### src/rtl/sha3_hex_tx_if.sv
// rtl/sha3_hex_tx_if.sv - digest-word input and ASCII character output handshake bundle
interface sha3_hex_tx_if;
    logic [31:0] in_data;
    logic        in_valid;
    logic        in_ready;
    logic [7:0]  tx_data;
    logic        tx_valid;
    logic        tx_ready;
    logic        busy;
    logic        digest_done;

    modport master (
        output in_data,
        output in_valid,
        output tx_ready,
        input  in_ready,
        input  tx_data,
        input  tx_valid,
        input  busy,
        input  digest_done
    );

    modport slave (
        input  in_data,
        input  in_valid,
        input  tx_ready,
        output in_ready,
        output tx_data,
        output tx_valid,
        output busy,
        output digest_done
    );
endinterface

### src/rtl/sha3_hex_tx.sv
// rtl/sha3_hex_tx.sv - SHA3 digest words to ASCII hex characters for a UART TX (optional CR/LF via SHA3_HEX_CRLF_EN)
module sha3_hex_tx #(
    parameter int NUM_WORDS = 8,
    parameter int UPPER     = 0
) (
    input  logic         clk,
    input  logic         rst_n,
    sha3_hex_tx_if.slave bus
);

    localparam int             WW            = $clog2(NUM_WORDS + 1);
    localparam logic [WW-1:0]  LP_LAST_WORD  = WW'(NUM_WORDS - 1);
    localparam logic [7:0]     LP_ALPHA_BASE = (UPPER != 0) ? 8'h41 : 8'h61;

    typedef enum logic [1:0] {
        ST_IDLE = 2'd0,
        ST_EMIT = 2'd1,
        ST_CR   = 2'd2,
        ST_LF   = 2'd3
    } state_t;

    state_t        r_state;
    state_t        w_next_state;
    logic [31:0]   r_shift;
    logic [2:0]    r_nib;
    logic [WW-1:0] r_word;
    logic          r_done;

    logic          w_in_ready;
    logic          w_accept;
    logic          w_nib_hs;
    logic          w_last_word;
    logic          w_digest_end;
    logic [7:0]    w_tx_data;
    logic          w_tx_valid;

    function automatic logic [7:0] hex_ascii(input logic [3:0] nib);
        if (nib < 4'd10) begin
            return 8'h30 + {4'h0, nib};
        end
        return LP_ALPHA_BASE + {4'h0, nib} - 8'd10;
    endfunction

    // in_ready is forced low while reset is held so nothing is taken during reset
    assign w_in_ready  = rst_n && (r_state == ST_IDLE);
    assign w_accept    = bus.in_valid && w_in_ready;
    assign w_nib_hs    = (r_state == ST_EMIT) && bus.tx_ready;
    assign w_last_word = (r_word == LP_LAST_WORD);

    assign bus.in_ready    = w_in_ready;
    assign bus.tx_data     = w_tx_data;
    assign bus.tx_valid    = w_tx_valid;
    assign bus.busy        = (r_state != ST_IDLE);
    assign bus.digest_done = r_done;

    // state register
    always_ff @(posedge clk or negedge rst_n) begin
        if (!rst_n) begin
            r_state <= ST_IDLE;
        end else begin
            r_state <= w_next_state;
        end
    end

    // next state, character output and end-of-digest detection
    always_comb begin
        w_next_state = r_state;
        w_tx_valid   = 1'b0;
        w_tx_data    = 8'h00;
        w_digest_end = 1'b0;
        case (r_state)
            ST_IDLE: begin
                if (w_accept) begin
                    w_next_state = ST_EMIT;
                end
            end
            ST_EMIT: begin
                w_tx_valid = 1'b1;
                w_tx_data  = hex_ascii(r_shift[31:28]);
                if (bus.tx_ready && (r_nib == 3'd7)) begin
                    if (!w_last_word) begin
                        w_next_state = ST_IDLE;
                    end else begin
`ifdef SHA3_HEX_CRLF_EN
                        w_next_state = ST_CR;
`else
                        w_next_state = ST_IDLE;
                        w_digest_end = 1'b1;
`endif
                    end
                end
            end
            ST_CR: begin
                w_tx_valid = 1'b1;
                w_tx_data  = 8'h0D;
                if (bus.tx_ready) begin
                    w_next_state = ST_LF;
                end
            end
            ST_LF: begin
                w_tx_valid = 1'b1;
                w_tx_data  = 8'h0A;
                if (bus.tx_ready) begin
                    w_next_state = ST_IDLE;
                    w_digest_end = 1'b1;
                end
            end
            default: begin
                w_next_state = ST_IDLE;
            end
        endcase
    end

    // word latch, nibble shifting, word counting and the done pulse
    always_ff @(posedge clk or negedge rst_n) begin
        if (!rst_n) begin
            r_shift <= 32'h0;
            r_nib   <= 3'd0;
            r_word  <= '0;
            r_done  <= 1'b0;
        end else begin
            r_done <= w_digest_end;
            if (w_accept) begin
                r_shift <= bus.in_data;
                r_nib   <= 3'd0;
            end else if (w_nib_hs) begin
                r_shift <= {r_shift[27:0], 4'h0};
                r_nib   <= r_nib + 3'd1;
                if (r_nib == 3'd7) begin
                    // counter clears as soon as the final word is out so it never wraps
                    r_word <= w_last_word ? '0 : (r_word + 1'b1);
                end
            end
        end
    end

endmodule

### src/flat_wrapper.sv
// flat-port wrapper written by rule: the top's interface ports become plain ports
module sha3_hex_tx_flat 
#(
    parameter int NUM_WORDS = 8,
    parameter int UPPER     = 0
)
  (clk, rst_n, bus_in_data, bus_in_valid, bus_tx_ready, bus_in_ready, bus_tx_data, bus_tx_valid, bus_busy, bus_digest_done);
  sha3_hex_tx_if bus_i ();
  input  logic clk;
  input  logic rst_n;
  input wire logic [$bits(bus_i.in_data)-1:0] bus_in_data;
  input wire logic [$bits(bus_i.in_valid)-1:0] bus_in_valid;
  input wire logic [$bits(bus_i.tx_ready)-1:0] bus_tx_ready;
  output wire logic [$bits(bus_i.in_ready)-1:0] bus_in_ready;
  output wire logic [$bits(bus_i.tx_data)-1:0] bus_tx_data;
  output wire logic [$bits(bus_i.tx_valid)-1:0] bus_tx_valid;
  output wire logic [$bits(bus_i.busy)-1:0] bus_busy;
  output wire logic [$bits(bus_i.digest_done)-1:0] bus_digest_done;
  assign bus_i.in_data = bus_in_data;
  assign bus_i.in_valid = bus_in_valid;
  assign bus_i.tx_ready = bus_tx_ready;
  assign bus_in_ready = bus_i.in_ready;
  assign bus_tx_data = bus_i.tx_data;
  assign bus_tx_valid = bus_i.tx_valid;
  assign bus_busy = bus_i.busy;
  assign bus_digest_done = bus_i.digest_done;
  sha3_hex_tx #(.NUM_WORDS(NUM_WORDS), .UPPER(UPPER)) u_core (.clk(clk), .rst_n(rst_n), .bus(bus_i));
endmodule
### config.mk
export PLATFORM = sky130hd
export DESIGN_NAME = sha3_hex_tx_flat
export DESIGN_NICKNAME = d
export VERILOG_FILES = /design/src/rtl/sha3_hex_tx_if.sv /design/src/rtl/sha3_hex_tx.sv /design/src/flat_wrapper.sv
export SDC_FILE = /design/constraint.sdc
export NUM_CORES = 1
export LEC_CHECK = 0
export CAP_MARGIN = 25
export CORE_MARGIN = 2
export CORE_UTILIZATION = 44
export CTS_CLUSTER_DIAMETER = 50
export DETAILED_ROUTE_END_ITERATION = 16
export PLACE_DENSITY = 0.72
export SLEW_MARGIN = 20
export SYNTH_ARGS = -nofsm -noshare
export SYNTH_HDL_FRONTEND = slang
export SYNTH_SLANG_ARGS = --single-unit
export TNS_END_PERCENT = 50
### constraint.sdc
create_clock -name clk -period 1.35 [get_ports clk]
set_input_delay 0.2025 -clock clk [delete_from_list [all_inputs] [get_ports clk]]
set_output_delay 0.2025 -clock clk [all_outputs]
set_load 0.05 [all_outputs]
## Word level (Yosys, flattened, before mapping)

Cells that the tools add are included.

- Bitwise logic cells: 1
- Eq/ne operators: 9
- Add/sub/neg operators: 5
- Order comparisons: 1
- Muxes and demuxes: 20
- Reductions and logical operators: 10

Operator list:

| kind | number |
|---|---|
| 2-to-1 mux 32 bit | 2 |
| case mux 8 bit (3 select lines) | 1 |
| 2-to-1 mux 8 bit | 2 |
| adder 7 x 4 -> 8 bit, first input constant | 1 |
| 2-to-1 mux 2 bit | 4 |
| case mux 2 bit (4 select lines) | 1 |
| subtractor 8 x 4 -> 8 bit, second input constant | 1 |
| adder 6 x 4 -> 7 bit, first input constant | 1 |
| 2-to-1 mux 1 bit | 6 |
| 2-to-1 mux 3 bit | 2 |
| inequality test 2 bit, second input constant | 3 |
| adder 4 x 1 -> 4 bit, second input constant | 1 |
| == test 2 bit, second input constant | 2 |
| == test 4 x 3 -> 1 bit, second input constant | 1 |
| logical AND 1 bit | 4 |
| < comparator 4 bit, second input constant | 1 |
| 2-to-1 mux 4 bit | 1 |
| AND reduction 4 bit | 1 |
| nonzero test 2 bit | 2 |
| adder 3 x 1 -> 3 bit, second input constant | 1 |
| == test 3 bit, second input constant | 1 |
| AND reduction 3 bit | 1 |
| OR reduction 3 bit | 1 |
| == test 2 x 1 -> 1 bit, second input constant | 1 |
| 4 further kinds | 4 |

- Logic and storage cells: 51
- Input port bits: 36
- Register bits after elaboration: 42
- Output and inout bits: 12

## Depth between registers and ports, before layout

- Depth in word-level cells: 5
- Mapped depth: 5

## Least setup slack after synthesis

No wires, ideal clock.

- Path kind: register -> register
- From: reg u_core.r_state[0]
- To: reg u_core.r_shift[19]
- Path buffers: 1
- Slack: -1,026 ps
- Arrival time: 2,253 ps
- Period minus slack after synthesis: 2,376 ps
- Stages on the path, launching flop included: 5
- Cells stage by stage: dfrtp_1 > buf_2 > nor3b_1 > nand2_1 > a2bb2oi_1

- Cells in the longest elaborated chain, start to end: 4

RTL lines:

| what | RTL line | source |
|---|---|---|
| start, declared | sha3_hex_tx.sv:22 | `state_t r_state;` |
| start signal, assigned | sha3_hex_tx.sv:61 | `r_state <= w_next_state;` |
| logical NOT 2 bit * | sha3_hex_tx.sv:45 | `assign w_in_ready = rst_n && (r_state == ST_IDLE);` |
| logical AND 1 bit * | sha3_hex_tx.sv:45 |  |
| via bus_in_ready | flat_wrapper.sv:14 | `output wire logic [$bits(bus_i.in_ready)-1:0] bus_in_ready;` |
| logical AND 1 bit * | sha3_hex_tx.sv:46 | `assign w_accept = bus.in_valid && w_in_ready;` |
| 2-to-1 mux 32 bit / nonzero test 2 bit (equally long branches) | - |  |
| end signal, assigned | sha3_hex_tx.sv:124 | `r_shift <= bus.in_data;` |
| end signal, assigned | sha3_hex_tx.sv:127 | `r_shift <= {r_shift[27:0], 4'h0};` |
| end, declared | sha3_hex_tx.sv:24 | `logic [31:0] r_shift;` |

Mark *: on every way through the listed nets, which the timed path passes. The rest lies on a longest branch.
A chain may end at the register's enable or synchronous reset.

## Worst setup path after layout

- From: reg u_core.r_shift[29]
- To: out bus_tx_data[1]

- Cells in the longest elaborated chain, start to end: 5

RTL lines:

| what | RTL line | source |
|---|---|---|
| branches (longest 3 deep; another with adder 7 x 4 -> 8 bit) | - |  |
| 2-to-1 mux 8 bit * | sha3_hex_tx.sv:41 | `return LP_ALPHA_BASE + {4'h0, nib} - 8'd10;` |
| case mux 8 bit (3 select lines) * | sha3_hex_tx.sv:71 | `case (r_state)` |
| end, declared | flat_wrapper.sv:15 | `output wire logic [$bits(bus_i.tx_data)-1:0] bus_tx_data;` |

Every way passes the cells marked *. The select of a mux whose other input is x is not followed.

==> flow_summary.toml <==
[clock_tree]
cts.root.buffer_cell = "clkbuf_8"
clkSlewWorstSetupHoldPaths_ps = 80
cts.htree.levels = 2
worst_skew_pair.late_latency_ps = 300
cts_buffer_depth = 2
cts_inserted_buffers = 5
cts_tree = "done"
clock_sink_count = 42

[finish]
postLayoutCellArea_um2 = 3435
synthToLayoutAreaGrowth_pct = 68.40
layoutNonFillerInstCount = 320
finish.net_count = 307
fillerInstances = 232
drive_gt1_frac = 0.3993
ant_cells = 0

[timing]
finalSetupViolations = 50
fmaxAchievable_mhz = 595.6
rsz0062_at_grt = "true"
min_period_ps = 1679
finalWorstSetupSlack_ps = -329.1
clock_skew_ps = 10.45
finalHoldViolCount = 0
drv_slew = 0
final.period_utilization = 1.244

[worst_setup_path]
slowest_delay_ps = 390
worst-setup-path-type = "register to output pin"
cp_max_fo = 2
worst_path_dominant_cell_family = "flip-flops"
worst_path_max_delay_cell = "dfrtp_1"
r2r_setup_slack_ps = -230
startpoint_type = "register"
cp_cell_sequence = "inv_2 > ha_4 > a21oi_1 > o21a_1 > buf_12"
worstPathArrival_ps = 1480
worstPathBufferInverterCount = 2
worst_ep_required_time_ps = 1150
crit_path_end_kind = "output pin"

[die]
core_um2 = 4414
die_x_um = 72.08
row_count = 24
start_util = 0.4620
die_area_um2 = 5196
design.portCount = 48
die_height_um = 72.08

[routing]
ant_nets = 0
num_vias = 1931
post-route-drc-count = 0
detail_route.wirelength_um = 6762
detailedRoute.firstIterationViolations = 120
detail_route.first_pass.iterations = 4
post_drt_wl_per_cell_um = 21.13
vias_per_cell = 6.034

[outcome]
failed_checks = "negative setup slack"
result_of_the_run = "finished with violations"

[synthesis]
synth_area_um2 = 2039
synth.top_cells.by_count = "dfrtp_1 (42), a22o_1 (24), a21o_1 (20)"
syn_inst = 180
syn_avg_cell_area_um2 = 11.33
yosys_warnings = 0
post_synth_num_cell_types = 37
yosys.cell_count.top_type = "dfrtp_1"
syn-num-nets = 220
postSynth.asyncResetShare = 1.000
number_of_enable_type_register_cells_in_the_synthesized_netlist = 0
netlist_top_cells_area = "dfrtp_1 (52%), a22o_1 (10%), a21o_1 (7.4%), a21oi_1 (2.9%), buf_6 (2.8%)"
synth_largest_area_cell = "dfrtp_1"
synth_top_cell_area_share = 0.5153
dominant_register_cell_in_the_synthesized_netlist = "dfrtp_1"
seq_area_frac_synth = 0.5153
ys_ff_latch = 42

[placement]
placed_cell_area_um2 = 2810
port_buffers = 46
dpl.hpwl_um = 3578
dp_slack_ps = -339.3
weighted_congestion_at_the_end_of_routability_driven_global_placement = 0.8143
placed_instances = 290

[power]
power_leakage_nw = 1.651
finalPower_mw = 7.187
vdd.ir_drop.worst_v = 0.001043
power.density_nw_per_um2 = 2093

[grt]
grt_util_all_layers = 0.2390
grt_pass1_wl_um = 9528
grt_max_degree = 23
first_global_vias = 1975
grt_remaining_overflow = 0
antenna_found_initial = 0

[run]
timing.max_cap.violations = 0

[worst_hold_path]
hold_path.class = "register to register"
[metal layers]
layer	GRT usage	vias to the layer above	share of wire	routed length, um
met5	0	-	0	0
met4	0.06709	0	0.025	170
met3	0.04722	18	0.049	331
met2	0.4444	89	0.53	3616
met1	0.2774	978	0.39	2644
li1	-	846	-	-
[area by class of cell]
type	instances	area (um2)	share of cell area
repair buffers	91	1070	0.3115
flip-flops and latches	42	1052	0.3064
well taps	52	65.06	0.01894
multi-input cells	122	1119	0.3257
clock inverters	1	30.03	0.008743
clock buffers	7	76.32	0.02222
inverters	5	22.52	0.006557
[logic make-up after synthesis]
logic type	Yosys count	share of synthesized area
AOI/OAI and AO/OA	77	0.2841
DFF	42	0.5153
and+or+nand+nor	33	0.08958
buffers and inverters	19	0.06625
adders and majority gates	4	0.02454
xor gates and xnor gates	3	0.01289
other	1	0.001839
muxes	1	0.005521
[power breakdown]
part | internal [mW] | total (mW) | switching, mW
logic | 2.06 | 4.05 | 1.99
clock network | 0.554 | 0.991 | 0.437
registers | 1.73 | 2.15 | 0.420
[state kept, by name (all words and copies together) (netlist names)]
register,count
u_core.r_word,4
u_core.r_shift,32
u_core.r_state,2
u_core.bus.digest_done,1
u_core.r_nib,3
[timing repair]
item,in CTS,in global routing
pin swaps,23,24
cloned,5,4
hold buffers,1,0
endpoints found under the hold margin,42,0
setup buffers,7,9
resized for setup,32,38
endpoints found under the setup margin,46,50
[final timing paths]
kind,start,end,cells after the start
hold reg to reg,u_core.r_shift[24]$_DFFE_PN0P_,u_core.r_shift[24]$_DFFE_PN0P_,1
hold / removal,u_core.r_shift[24]$_DFFE_PN0P_,u_core.r_shift[24]$_DFFE_PN0P_,1
setup reg to reg,u_core.r_state[1]$_DFFE_PN0P_,u_core.r_word[2]$_DFFE_PN0P_,6
setup / recovery,u_core.r_shift[29]$_DFFE_PN0P_,bus_tx_data[1],5
max in group asynchronous,rst_n,u_core.r_state[1]$_DFFE_PN0P_,3
min in group asynchronous,rst_n,u_core.r_shift[0]$_DFFE_PN0P_,3
[per-stage QoR]
stage | TNS [ps] | hold slack, ps | util
3_3_place_gp | -9149 | 249.8 | 0.6366
2_1_floorplan | -1208 | -93.09 | -
6_report | -9524 | 488.0 | 0.7781
4_1_cts | -10410 | 480.2 | 0.7259
5_1_grt | -11410 | 503.1 | 0.7781
3_5_place_dp | -11220 | 248.2 | 0.6366
[layout by cell type (no fill, tap or decap), types with 3 or more instances in the layout]
cell type,synthesis,routed
a21o_1,20,20
a21oi_1,12,4
a21oi_2,0,4
a21oi_4,0,4
a22o_1,24,24
a2bb2oi_2,0,5
buf_12,0,12
buf_4,6,19
buf_6,5,19
clkbuf_16,0,3
clkbuf_8,0,5
clkdlybuf4s50_1,0,34
dfrtp_1,42,41
nand2_1,14,12
nor2_4,1,5
No activity file was read; power rests on OpenSTA's default activity.
